$ cat src/rtl/sram_axi_bridge_mp.sv
// Multi-port SRAM-like to AXI3 master bridge.
// Single-beat reads and writes. Reads go through one AR holding register, and each port
// may have up to MAX_OUT reads outstanding. One write is in flight at a time, under a
// small write FSM. A read is held back while a write to the same word is still pending.
// Define BRIDGE_RR_ARB_EN to get round-robin arbitration. Without it, arbitration is
// fixed priority and the lowest index wins.
module sram_axi_bridge_mp #(
    parameter int unsigned NPORT   = 2,
    parameter int unsigned MAX_OUT = 2
) (
    input  logic                 aclk,
    input  logic                 aresetn,
    input  logic [NPORT-1:0]     port_req,
    input  logic [NPORT-1:0]     port_wr,
    input  logic [2*NPORT-1:0]   port_size,
    input  logic [32*NPORT-1:0]  port_addr,
    input  logic [4*NPORT-1:0]   port_wstrb,
    input  logic [32*NPORT-1:0]  port_wdata,
    output logic [NPORT-1:0]     port_addr_ok,
    output logic [NPORT-1:0]     port_data_ok,
    output logic [31:0]          port_rdata,
    output logic [3:0]           arid,
    output logic [31:0]          araddr,
    output logic [3:0]           arlen,
    output logic [2:0]           arsize,
    output logic [1:0]           arburst,
    output logic [1:0]           arlock,
    output logic [3:0]           arcache,
    output logic [2:0]           arprot,
    output logic                 arvalid,
    input  logic                 arready,
    input  logic [3:0]           rid,
    input  logic [31:0]          rdata,
    input  logic [1:0]           rresp,
    input  logic                 rlast,
    input  logic                 rvalid,
    output logic                 rready,
    output logic [3:0]           awid,
    output logic [31:0]          awaddr,
    output logic [3:0]           awlen,
    output logic [2:0]           awsize,
    output logic [1:0]           awburst,
    output logic [1:0]           awlock,
    output logic [3:0]           awcache,
    output logic [2:0]           awprot,
    output logic                 awvalid,
    input  logic                 awready,
    output logic [3:0]           wid,
    output logic [31:0]          wdata,
    output logic [3:0]           wstrb,
    output logic                 wlast,
    output logic                 wvalid,
    input  logic                 wready,
    input  logic [3:0]           bid,
    input  logic [1:0]           bresp,
    input  logic                 bvalid,
    output logic                 bready
);

    localparam int unsigned PW = (NPORT > 1) ? $clog2(NPORT) : 1;
    localparam int unsigned CW = $clog2(MAX_OUT + 1);

    typedef enum logic [1:0] {W_IDLE, W_REQ, W_RESP} w_state_e;

    w_state_e         w_state_q;
    logic [NPORT-1:0] cand;
    logic [31:0]      addr_a  [NPORT];
    logic [1:0]       size_a  [NPORT];
    logic [3:0]       strb_a  [NPORT];
    logic [31:0]      wdata_a [NPORT];
    logic [PW-1:0]    win, idx;
    logic             found, rd_grant, wr_grant;
    logic             ar_valid_q, aw_valid_q, w_valid_q;
    logic [3:0]       arid_q, awid_q, wstrb_q;
    logic [31:0]      araddr_q, awaddr_q, wdata_q;
    logic [1:0]       arsize_q, awsize_q;

    // Responses carry no information the ports can use.
    logic unused_resp;
    assign unused_resp = ^{rresp, rlast, bresp};

    for (genvar p = 0; p < NPORT; p++) begin : g_port
        logic          hazard, inc, dec;
        logic [CW-1:0] cnt_q;

        assign addr_a[p]  = port_addr[32*p +: 32];
        assign size_a[p]  = port_size[2*p +: 2];
        assign strb_a[p]  = port_wstrb[4*p +: 4];
        assign wdata_a[p] = port_wdata[32*p +: 32];

        // Read-after-write on the same word while the write is not yet acknowledged.
        assign hazard  = (w_state_q != W_IDLE) && (addr_a[p][31:2] == awaddr_q[31:2]);
        assign cand[p] = port_req[p] && (port_wr[p] ? (w_state_q == W_IDLE)
                       : (!ar_valid_q && (cnt_q < CW'(MAX_OUT)) && !hazard));
        assign port_data_ok[p] = (rvalid && (rid == 4'(p))) || (bvalid && (bid == 4'(p)));

        assign inc = rd_grant && (win == PW'(p));
        assign dec = rvalid && (rid == 4'(p)) && (cnt_q != '0);

        // Outstanding-read counter; a grant and a return in the same cycle cancel out.
        always_ff @(posedge aclk or negedge aresetn) begin
            if (!aresetn) begin
                cnt_q <= '0;
            end else if (inc && !dec) begin
                cnt_q <= cnt_q + CW'(1);
            end else if (dec && !inc) begin
                cnt_q <= cnt_q - CW'(1);
            end
        end
    end

`ifdef BRIDGE_RR_ARB_EN
    logic [PW-1:0] rr_ptr_q;

    // The pointer moves to the port after the winner, so the winner gets lowest priority next.
    always_ff @(posedge aclk or negedge aresetn) begin
        if (!aresetn) begin
            rr_ptr_q <= '0;
        end else if (found) begin
            rr_ptr_q <= (win == PW'(NPORT - 1)) ? '0 : win + PW'(1);
        end
    end
`endif

    // Pick the first candidate, starting at the pointer (round-robin) or at port 0.
    always_comb begin
        found = 1'b0;
        win   = '0;
        idx   = '0;
        for (int i = 0; i < int'(NPORT); i++) begin
`ifdef BRIDGE_RR_ARB_EN
            idx = PW'((int'(rr_ptr_q) + i) % int'(NPORT));
`else
            idx = PW'(i);
`endif
            if (!found && cand[idx]) begin
                found = 1'b1;
                win   = idx;
            end
        end
    end

    // Grant is combinational and suppressed while reset is asserted.
    always_comb begin
        port_addr_ok = '0;
        if (found && aresetn) begin
            port_addr_ok[win] = 1'b1;
        end
    end

    assign rd_grant = found && aresetn && !port_wr[win];
    assign wr_grant = found && aresetn && port_wr[win];

    // AR holding register: filled on a read grant, emptied by the AR handshake.
    always_ff @(posedge aclk or negedge aresetn) begin
        if (!aresetn) begin
            ar_valid_q <= 1'b0;
            arid_q     <= '0;
            araddr_q   <= '0;
            arsize_q   <= '0;
        end else if (rd_grant) begin
            ar_valid_q <= 1'b1;
            arid_q     <= 4'(win);
            araddr_q   <= addr_a[win];
            arsize_q   <= size_a[win];
        end else if (ar_valid_q && arready) begin
            ar_valid_q <= 1'b0;
        end
    end

    // Write FSM: AW and W drop independently on their own handshake, then wait for B.
    always_ff @(posedge aclk or negedge aresetn) begin
        if (!aresetn) begin
            w_state_q  <= W_IDLE;
            aw_valid_q <= 1'b0;
            w_valid_q  <= 1'b0;
            awid_q     <= '0;
            awaddr_q   <= '0;
            awsize_q   <= '0;
            wstrb_q    <= '0;
            wdata_q    <= '0;
        end else begin
            case (w_state_q)
                W_IDLE: if (wr_grant) begin
                    w_state_q  <= W_REQ;
                    aw_valid_q <= 1'b1;
                    w_valid_q  <= 1'b1;
                    awid_q     <= 4'(win);
                    awaddr_q   <= addr_a[win];
                    awsize_q   <= size_a[win];
                    wstrb_q    <= strb_a[win];
                    wdata_q    <= wdata_a[win];
                end
                W_REQ: begin
                    if (awready) aw_valid_q <= 1'b0;
                    if (wready) w_valid_q <= 1'b0;
                    if ((!aw_valid_q || awready) && (!w_valid_q || wready)) begin
                        w_state_q <= W_RESP;
                    end
                end
                W_RESP: if (bvalid) w_state_q <= W_IDLE;
                default: w_state_q <= W_IDLE;
            endcase
        end
    end

    assign arid    = arid_q;
    assign araddr  = araddr_q;
    assign arlen   = 4'd0;
    assign arsize  = {1'b0, arsize_q};
    assign arburst = 2'b01;
    assign arlock  = 2'b00;
    assign arcache = 4'd0;
    assign arprot  = 3'd0;
    assign arvalid = ar_valid_q;
    assign rready  = 1'b1;

    assign awid    = awid_q;
    assign awaddr  = awaddr_q;
    assign awlen   = 4'd0;
    assign awsize  = {1'b0, awsize_q};
    assign awburst = 2'b01;
    assign awlock  = 2'b00;
    assign awcache = 4'd0;
    assign awprot  = 3'd0;
    assign awvalid = aw_valid_q;

    assign wid     = awid_q;
    assign wdata   = wdata_q;
    assign wstrb   = wstrb_q;
    assign wlast   = 1'b1;
    assign wvalid  = w_valid_q;
    assign bready  = 1'b1;

    assign port_rdata = rdata;

endmodule

$ cat config.mk
export PLATFORM = sky130hd
export DESIGN_NAME = sram_axi_bridge_mp
export DESIGN_NICKNAME = d
export VERILOG_FILES = /design/src/rtl/sram_axi_bridge_mp.sv
export SDC_FILE = /design/constraint.sdc
export NUM_CORES = 1
export LEC_CHECK = 0
export ABC_AREA = 1
export BUFFER_PORTS_ARGS = -buffer_cell sky130_fd_sc_hd__buf_4
export CAP_MARGIN = 40
export CORE_AREA = 2 2 151 153
export DETAILED_ROUTE_END_ITERATION = 10
export DIE_AREA = 0 0 153 155
export PLACE_DENSITY = 0.73
export SYNTH_ARGS = -nofsm -noshare
export SYNTH_HDL_FRONTEND = slang
export SYNTH_SLANG_ARGS = --single-unit
export TNS_END_PERCENT = 10
$ cat constraint.sdc
create_clock -name aclk -period 3.05 [get_ports aclk]
set_input_delay 0.1525 -clock aclk [delete_from_list [all_inputs] [get_ports aclk]]
set_output_delay 0.1525 -clock aclk [all_outputs]
set_load 0.1 [all_outputs]
==> metrics.yaml, run 1 <==
status: "completed"
die_h_um: 155
core_area_um2: 22230
cts_root_buf: "clkbuf_16"
synth_fa_ha_area_frac: 0.003500
ys_types: 25
synth_mux_area_frac: 0
crit_fanout: 50
detailed_place.area_um2: 9124
syn_to_final_growth_pct: 36.16
drt_iter0_markers: 378
rsz0062_at_grt: "no"
synth_top_family_by_area: "simple AND/OR/NAND/NOR gates"
htreeDepth: 4
relSlewSlack: 0.4750
synth_area_um2: 7149
cp-end-kind: "flip-flop"
tightest_slew_ns: 0.7876
clkSlewWorstSetupHoldPaths_ns: 0.06
groute.usage.overall: 0.1820
ys_ff_latch: 115
critPathKind: "flip-flop to flip-flop"
final_nets: 1430
setup_viol: 0
synth-edff-count: 0
avgViaCountPerCell: 4.654
finalSetupTns_ns: 0
wirelength_um: 22200
max_freq_mhz: 367.1
utilization: 0.4379
fin_skew_ns: 0.01120
dp_slack_ns: 0.2367
rows: 55
design_area_um2: 9734
hold_viol: 0
hold_class: "input pin to flip-flop"
cts_tree: "done"
synth_seq_area_share: 0.4025
yosys-top-cells-area: "dfrtp_1, nand2_1, nand3_1"
hpwl_um: 16050
drt-pass1-iter-count: 7
synth_compound_area_frac: 0.01348
synth_top_area_frac: 0.4025
worstSkewPairLatency_ns: 0.41
grt_pass1_vias: 6715
critical_path_required_ns: 3.39
antenna_found_initial: 0
switching_share: 0.6100
synth_most_common_cell: "nand2_1"
postCtsSetupRepairBufs: 0
p_comb_frac: 0.641
avgSynthCellArea_um2: 7.093
period_needed_ns: 2.724
period_share: 0.8932
gp_congestion: 0.8236
initial_utilization: 0.3216
p_seq_frac: 0.211
synth_common_cells: "nand2_1, nand3_1, dfrtp_1"
cts_buffers: 17
worstSetupStartpointType: "flip-flop"
timing.final.ws_setup_ns: 0.3257
synth_top_cell_by_area: "dfrtp_1"
grt_max_degree: 61
ant_nets: 0
p_switching_mw: 8.021
fillers: 2247
synthFlopType: "dfrtp_1"
vdd_drop_max_mv: 0.6896
clock-sinks: 115
drc: 0
drive_above_1_share: 0.2900
cts_buffer_depth: 2
maxSlewViolCount: 0
syn_inst: 1008
gr-total-overflow: 0
chipWidth_um: 153
worst_ep_arrival_time_ns: 3.06
p_int_mw: 5.128
ys_warn_count: 0
portBuffers: 272
wl_per_cell_um: 14.51
power_density_nw_per_um2: 1351
maxCapViolations: 0
synth-xor-area-share: 0.06493
antenna_cells: 0
leakagePower_nw: 5.390
synth_simple_gate_area_share: 0.3799
num_io_pins: 386
p_clk_frac: 0.148
dieArea_um2: 23720
vias: 7121
grt_pass1_wl_um: 34630
async_reset_ff_frac: 1.000
## power by group through the flow
stage / clock (mW) / combinational [mW] / sequential (mW)
after floorplan: 0 / 2.37 / 7.18
after global placement: 0 / 8.40 / 2.78
after detailed placement: 0 / 8.47 / 2.79
after CTS: 2.00 / 8.48 / 2.78
after global routing: 2.07 / 8.85 / 2.87
final: 1.94 / 8.43 / 2.78
## placed cells by master, fill, tap and decap left out
cell	n
nand2_1	431
buf_4	287
nand3_1	183
dfrtp_1	85
conb_1	44
xnor2_1	42
inv_1	37
dfrtp_2	30
nor2_1	27
clkbuf_16	17
xor2_1	11
o21ai_0	6
clkinvlp_4	5
inv_6	5
nand2_2	4
dlygate4sd3_1	4
buf_12	3
a21oi_4	2
nand3b_1	2
o22ai_1	2
nand3_4	2
a21oi_1	2
ha_1	2
nor2_2	1
a21boi_0	1
nand2_4	1
nand4_1	1
o21bai_1	1
nor3_1	1
o21a_1	1
clkinv_4	1
clkbuf_8	1
bufinv_16	1
clkinv_2	1
clkbuf_1	1
## cells by family (layout without fill, tap and decap cells)
logic type      after synthesis  in the layout
buf+inv                     168            363
fa+ha+maj                     2              2
xor+xnor                     53             53
compound gates               15             15
simple gates                653            653
other cells                   2             44
flops                       115            115
## registers in the layout, indices dropped and copies added, names as in the netlist, 2 cells and up
signal	count
wstrb	4
arsize_q	2
araddr	32
g_port.cnt_q	4
awaddr	32
wdata	32
awsize_q	2
w_state_q	2
## stage by stage
step | hold slack (ns) | instances | power, mW
after floorplan | -0.1431 | 1050 | 9.543
after global routing | 0.05236 | 1530 | 13.78
final | 0.06104 | 1530 | 13.15
after detailed placement | 0.3057 | 1494 | 11.25
after CTS | 0.03754 | 1530 | 13.26
after global placement | 0.3057 | 1494 | 11.18
## critical path, stage by stage, from the launching register on
cell and delay (ns):
dfrtp_2 0.43, inv_1 0.06, nand2_1 0.04, nand2_1 0.06, nand2_1 0.06, nor2_1 0.11, nand2_1 0.09, nor2_1 0.20
nand2_1 0.12, nand2_1 0.14, nand2_1 0.08, nand3b_1 0.21, nand2_4 0.07, buf_4 0.30, nand3_4 0.17, buf_4 0.30
nand2_1 0.09, nand2_1 0.08
## final timing paths
kind	to	slack [ns]	cells past startpoint	from
max	awaddr[13]$_DFFE_PN0P_	0.33	17	awaddr[9]$_DFFE_PN0P_
min	wdata[0]$_DFFE_PN0P_	0.06	5	port_wdata[0]
max reg2reg	awaddr[13]$_DFFE_PN0P_	0.33	17	awaddr[9]$_DFFE_PN0P_
min reg2reg	wdata[22]$_DFFE_PN0P_	0.48	2	wdata[22]$_DFFE_PN0P_
max in group asynchronous	awaddr[3]$_DFFE_PN0P_	1.95	3	aresetn
min in group asynchronous	w_state_q[1]$_DFFE_PN0P_	0.48	3	aresetn
## layer usage
layer  wire [um]  part of all wire  track usage  up-vias
met2       10680              0.48       0.3049      298
met3        1758             0.079      0.04652       47
li1            -                 -            -     3502
met1        9218              0.42       0.2249     3274
met4         546             0.025      0.07407        0
met5           0                 0            0        -
## cell type report
type | instances | area (um^2) | area share
multi-input cells | 767 | 3501 | 0.3596
well taps | 285 | 356.6 | 0.03663
repair buffers | 294 | 2255 | 0.2316
flip-flops and latches | 115 | 2915 | 0.2995
clock inverters | 13 | 125.1 | 0.01285
inverters | 37 | 138.9 | 0.01427
clock buffers | 19 | 442.9 | 0.04550
## what timing repair did
action | in CTS | in global routing
gates resized for setup | 0 | 1
setup endpoints to repair | 0 | 1
hold endpoints to repair | 118 | 0
hold buffers | 4 | 0
Power figures use the tool's default switching activity.
==> run 2: changes to the inputs <==
==> constraint.sdc (replaced) <==
create_clock -name aclk -period 2.8 [get_ports aclk]
set_input_delay 0.14 -clock aclk [delete_from_list [all_inputs] [get_ports aclk]]
set_output_delay 0.14 -clock aclk [all_outputs]
set_load 0.1 [all_outputs]
==> run 2 against run 1 <==
Clock-buffer cell count up 1. Die area unchanged. Sequential share of layout area down 0.17 points. Non-clock buffer count up 7. Global-route usage up 0.51 points. Flip-flop and latch count unchanged. Sequential power up 13%. Critical path depth down 2. Final cell count up 0.46%. Clock skew down 0.0023 ns. Wire length up 2.4%. Largest cell class unchanged.
==> metrics.yaml, run 2 (synthesized netlist as in run 1, its figures left out) <==
antenna_cells: 0
switching_share: 0.5916
period_share: 0.9207
maxSlewViolCount: 0
fillers: 2188
hold_class: "input pin to flip-flop"
final-seq-area_um2: 2992
status: "completed"
drc: 0
grt_pass1_wl_um: 35660
utilization: 0.4520
num_io_pins: 386
avgViaCountPerCell: 4.704
grt_max_degree: 58
crit_fanout: 34
cts_buffers: 17
final_common_cell: "nand2_1"
dieArea_um2: 23720
p_clk_frac: 0.159
rsz0062_at_grt: "yes"
portBuffers: 272
htreeDepth: 4
p_int_mw: 6.040
top_layer_used: "met4"
chipWidth_um: 153
p_seq_frac: 0.211
wl_met2_um: 11230
clkSlewWorstSetupHoldPaths_ns: 0.06
vdd_drop_max_mv: 0.7580
holdCritStartpoint: "port_wdata[2]"
r2r_cells: 15
setup_viol: 0
worstSkewPairLatency_ns: 0.41
period_needed_ns: 2.578
detailed_place.area_um2: 9268
cp-end-kind: "flip-flop"
timing.rr.end: "araddr[12]$_DFFE_PN0N_"
clock-sinks: 115
multi_input_area_um2: 3577
tightest_slew_ns: 0.7627
leakagePower_nw: 5.507
fin_skew_ns: 0.008887
cts_buffer_depth: 2
wl_met1_um: 9302
power_density_nw_per_um2: 1472
drt_iter0_markers: 413
gr-total-overflow: 0
wirelength_um: 22730
wl_met3_um: 1694
initial_utilization: 0.3216
p_total_mw: 14.79
p_switching_mw: 8.750
maxCapViolations: 0
critical_path_required_ns: 3.14
r2r_slack_ns: 0.22
core_area_um2: 22230
ant_nets: 0
hold_path_depth: 5
hold-path-endpoint: "wdata[2]$_DFFE_PN0P_"
most-common-layout-cells: "nand2_1, buf_4, nand3_1"
antenna_found_initial: 0
critPathKind: "flip-flop to flip-flop"
drive_above_1_share: 0.3059
design_area_um2: 10050
rows: 55
die_h_um: 155
relSlewSlack: 0.4870
hold_viol: 0
hpwl_um: 16560
syn_to_final_growth_pct: 40.51
cts_root_buf: "clkbuf_16"
groute.usage.overall: 0.1871
gp_congestion: 0.8419
grt_pass1_vias: 6861
worstSetupStartpointType: "flip-flop"
reg2reg_from: "awaddr[9]$_DFFE_PN0P_"
drt-pass1-iter-count: 5
wl_per_cell_um: 14.79
final_nets: 1437
cts_tree: "done"
vias: 7230
max_freq_mhz: 387.9
p_comb_frac: 0.630
worst_ep_arrival_time_ns: 2.92
==> run 2: cell count changes in the layout (fill, tap and decap cells not counted), moves of 4 or more <==
cell     before  now
buf_4       287  291
xnor2_1      42   37
dfrtp_4       0   30
dfrtp_2      30    1
inv_6         5    0
xnor2_2       0    5
==> run 2: metal layers <==
metal	vias to the layer above	GRT usage
met2	308	0.3229
met4	0	0.06526
met1	3368	0.2283
li1	3503	-
met5	-	0
met3	51	0.04708
==> run 2: power groups by stage <==
stage                     combinational [mW]  sequential [mW]  clock (mW)
final                                   9.32             3.13        2.34
after global routing                    9.77             3.23        2.47
after CTS                               9.30             3.12        2.40
after detailed placement                9.29             3.12           0
after global placement                  9.23             3.10           0
after floorplan                         2.58             7.93           0
==> run 2: layout make-up <==
class                           instances  area share
Inverter                               37     0.01382
Timing Repair Buffer                  301      0.2334
Clock buffer                           20     0.04546
Tap cell                              285     0.03550
Multi-Input combinational cell        767      0.3561
Clock inverter                         12     0.01793
Sequential cell                       115      0.2978
==> run 2: how the worst max path moves through the flow <==
| stage | start | to | slack [ns] | cells past startpoint |
|---|---|---|---|---|
| finish | awaddr[9]$_DFFE_PN0P_ | araddr[12]$_DFFE_PN0N_ | 0.22 | 15 |
| detailed placement | awaddr[2]$_DFFE_PN0P_ | g_port[1].cnt_q[1]$_DFFE_PN0P_ | -0.004 | 18 |
| global route | awaddr[15]$_DFFE_PN0P_ | g_port[1].cnt_q[1]$_DFFE_PN0P_ | -0.04 | 18 |
| floorplan | awaddr[2]$_DFFE_PN0P_ | g_port[0].cnt_q[1]$_DFFE_PN0P_ | -0.008 | 18 |
| CTS | awaddr[2]$_DFFE_PN0P_ | g_port[1].cnt_q[1]$_DFFE_PN0P_ | 0.02 | 18 |
| global placement | awaddr[4]$_DFFE_PN0P_ | g_port[1].cnt_q[1]$_DFFE_PN0P_ | 0.08 | 18 |
==> run 2: critical path: stages (launching register included) <==
cell and delay, ns:
dfrtp_4 0.50, xnor2_1 0.16, nand2_1 0.09, nor2_2 0.12
nand2_1 0.09, nor2_2 0.14, nand2_1 0.08, nand2_1 0.06
nand2_1 0.08, nand2_2 0.13, buf_4 0.14, nand3_1 0.09
nand2_1 0.10, buf_4 0.42, nand3_1 0.21, nand2_1 0.10
==> run 2: timing repair <==
action / CTS / global route
endpoints found under the hold margin: 7 / 0
pin swaps: 0 / 9
hold buffers: 4 / 0
resized for setup: 1 / 16
buffers inserted: 0 / 3
endpoints found under the setup margin: 1 / 56
==> run 2: metrics by stage <==
stage                     setup TNS [ns]  instances  hold slack (ns)  setup WS, ns
after global placement                 0       1498         -0.01338       0.07743
after CTS                              0       1534          0.02653       0.01887
after floorplan                -0.008453       1050          -0.1556     -0.008453
after detailed placement       -0.003570       1498         -0.01504     -0.003570
final                                  0       1537          0.04300        0.2221
after global routing            -0.06450       1537          0.03997      -0.03993
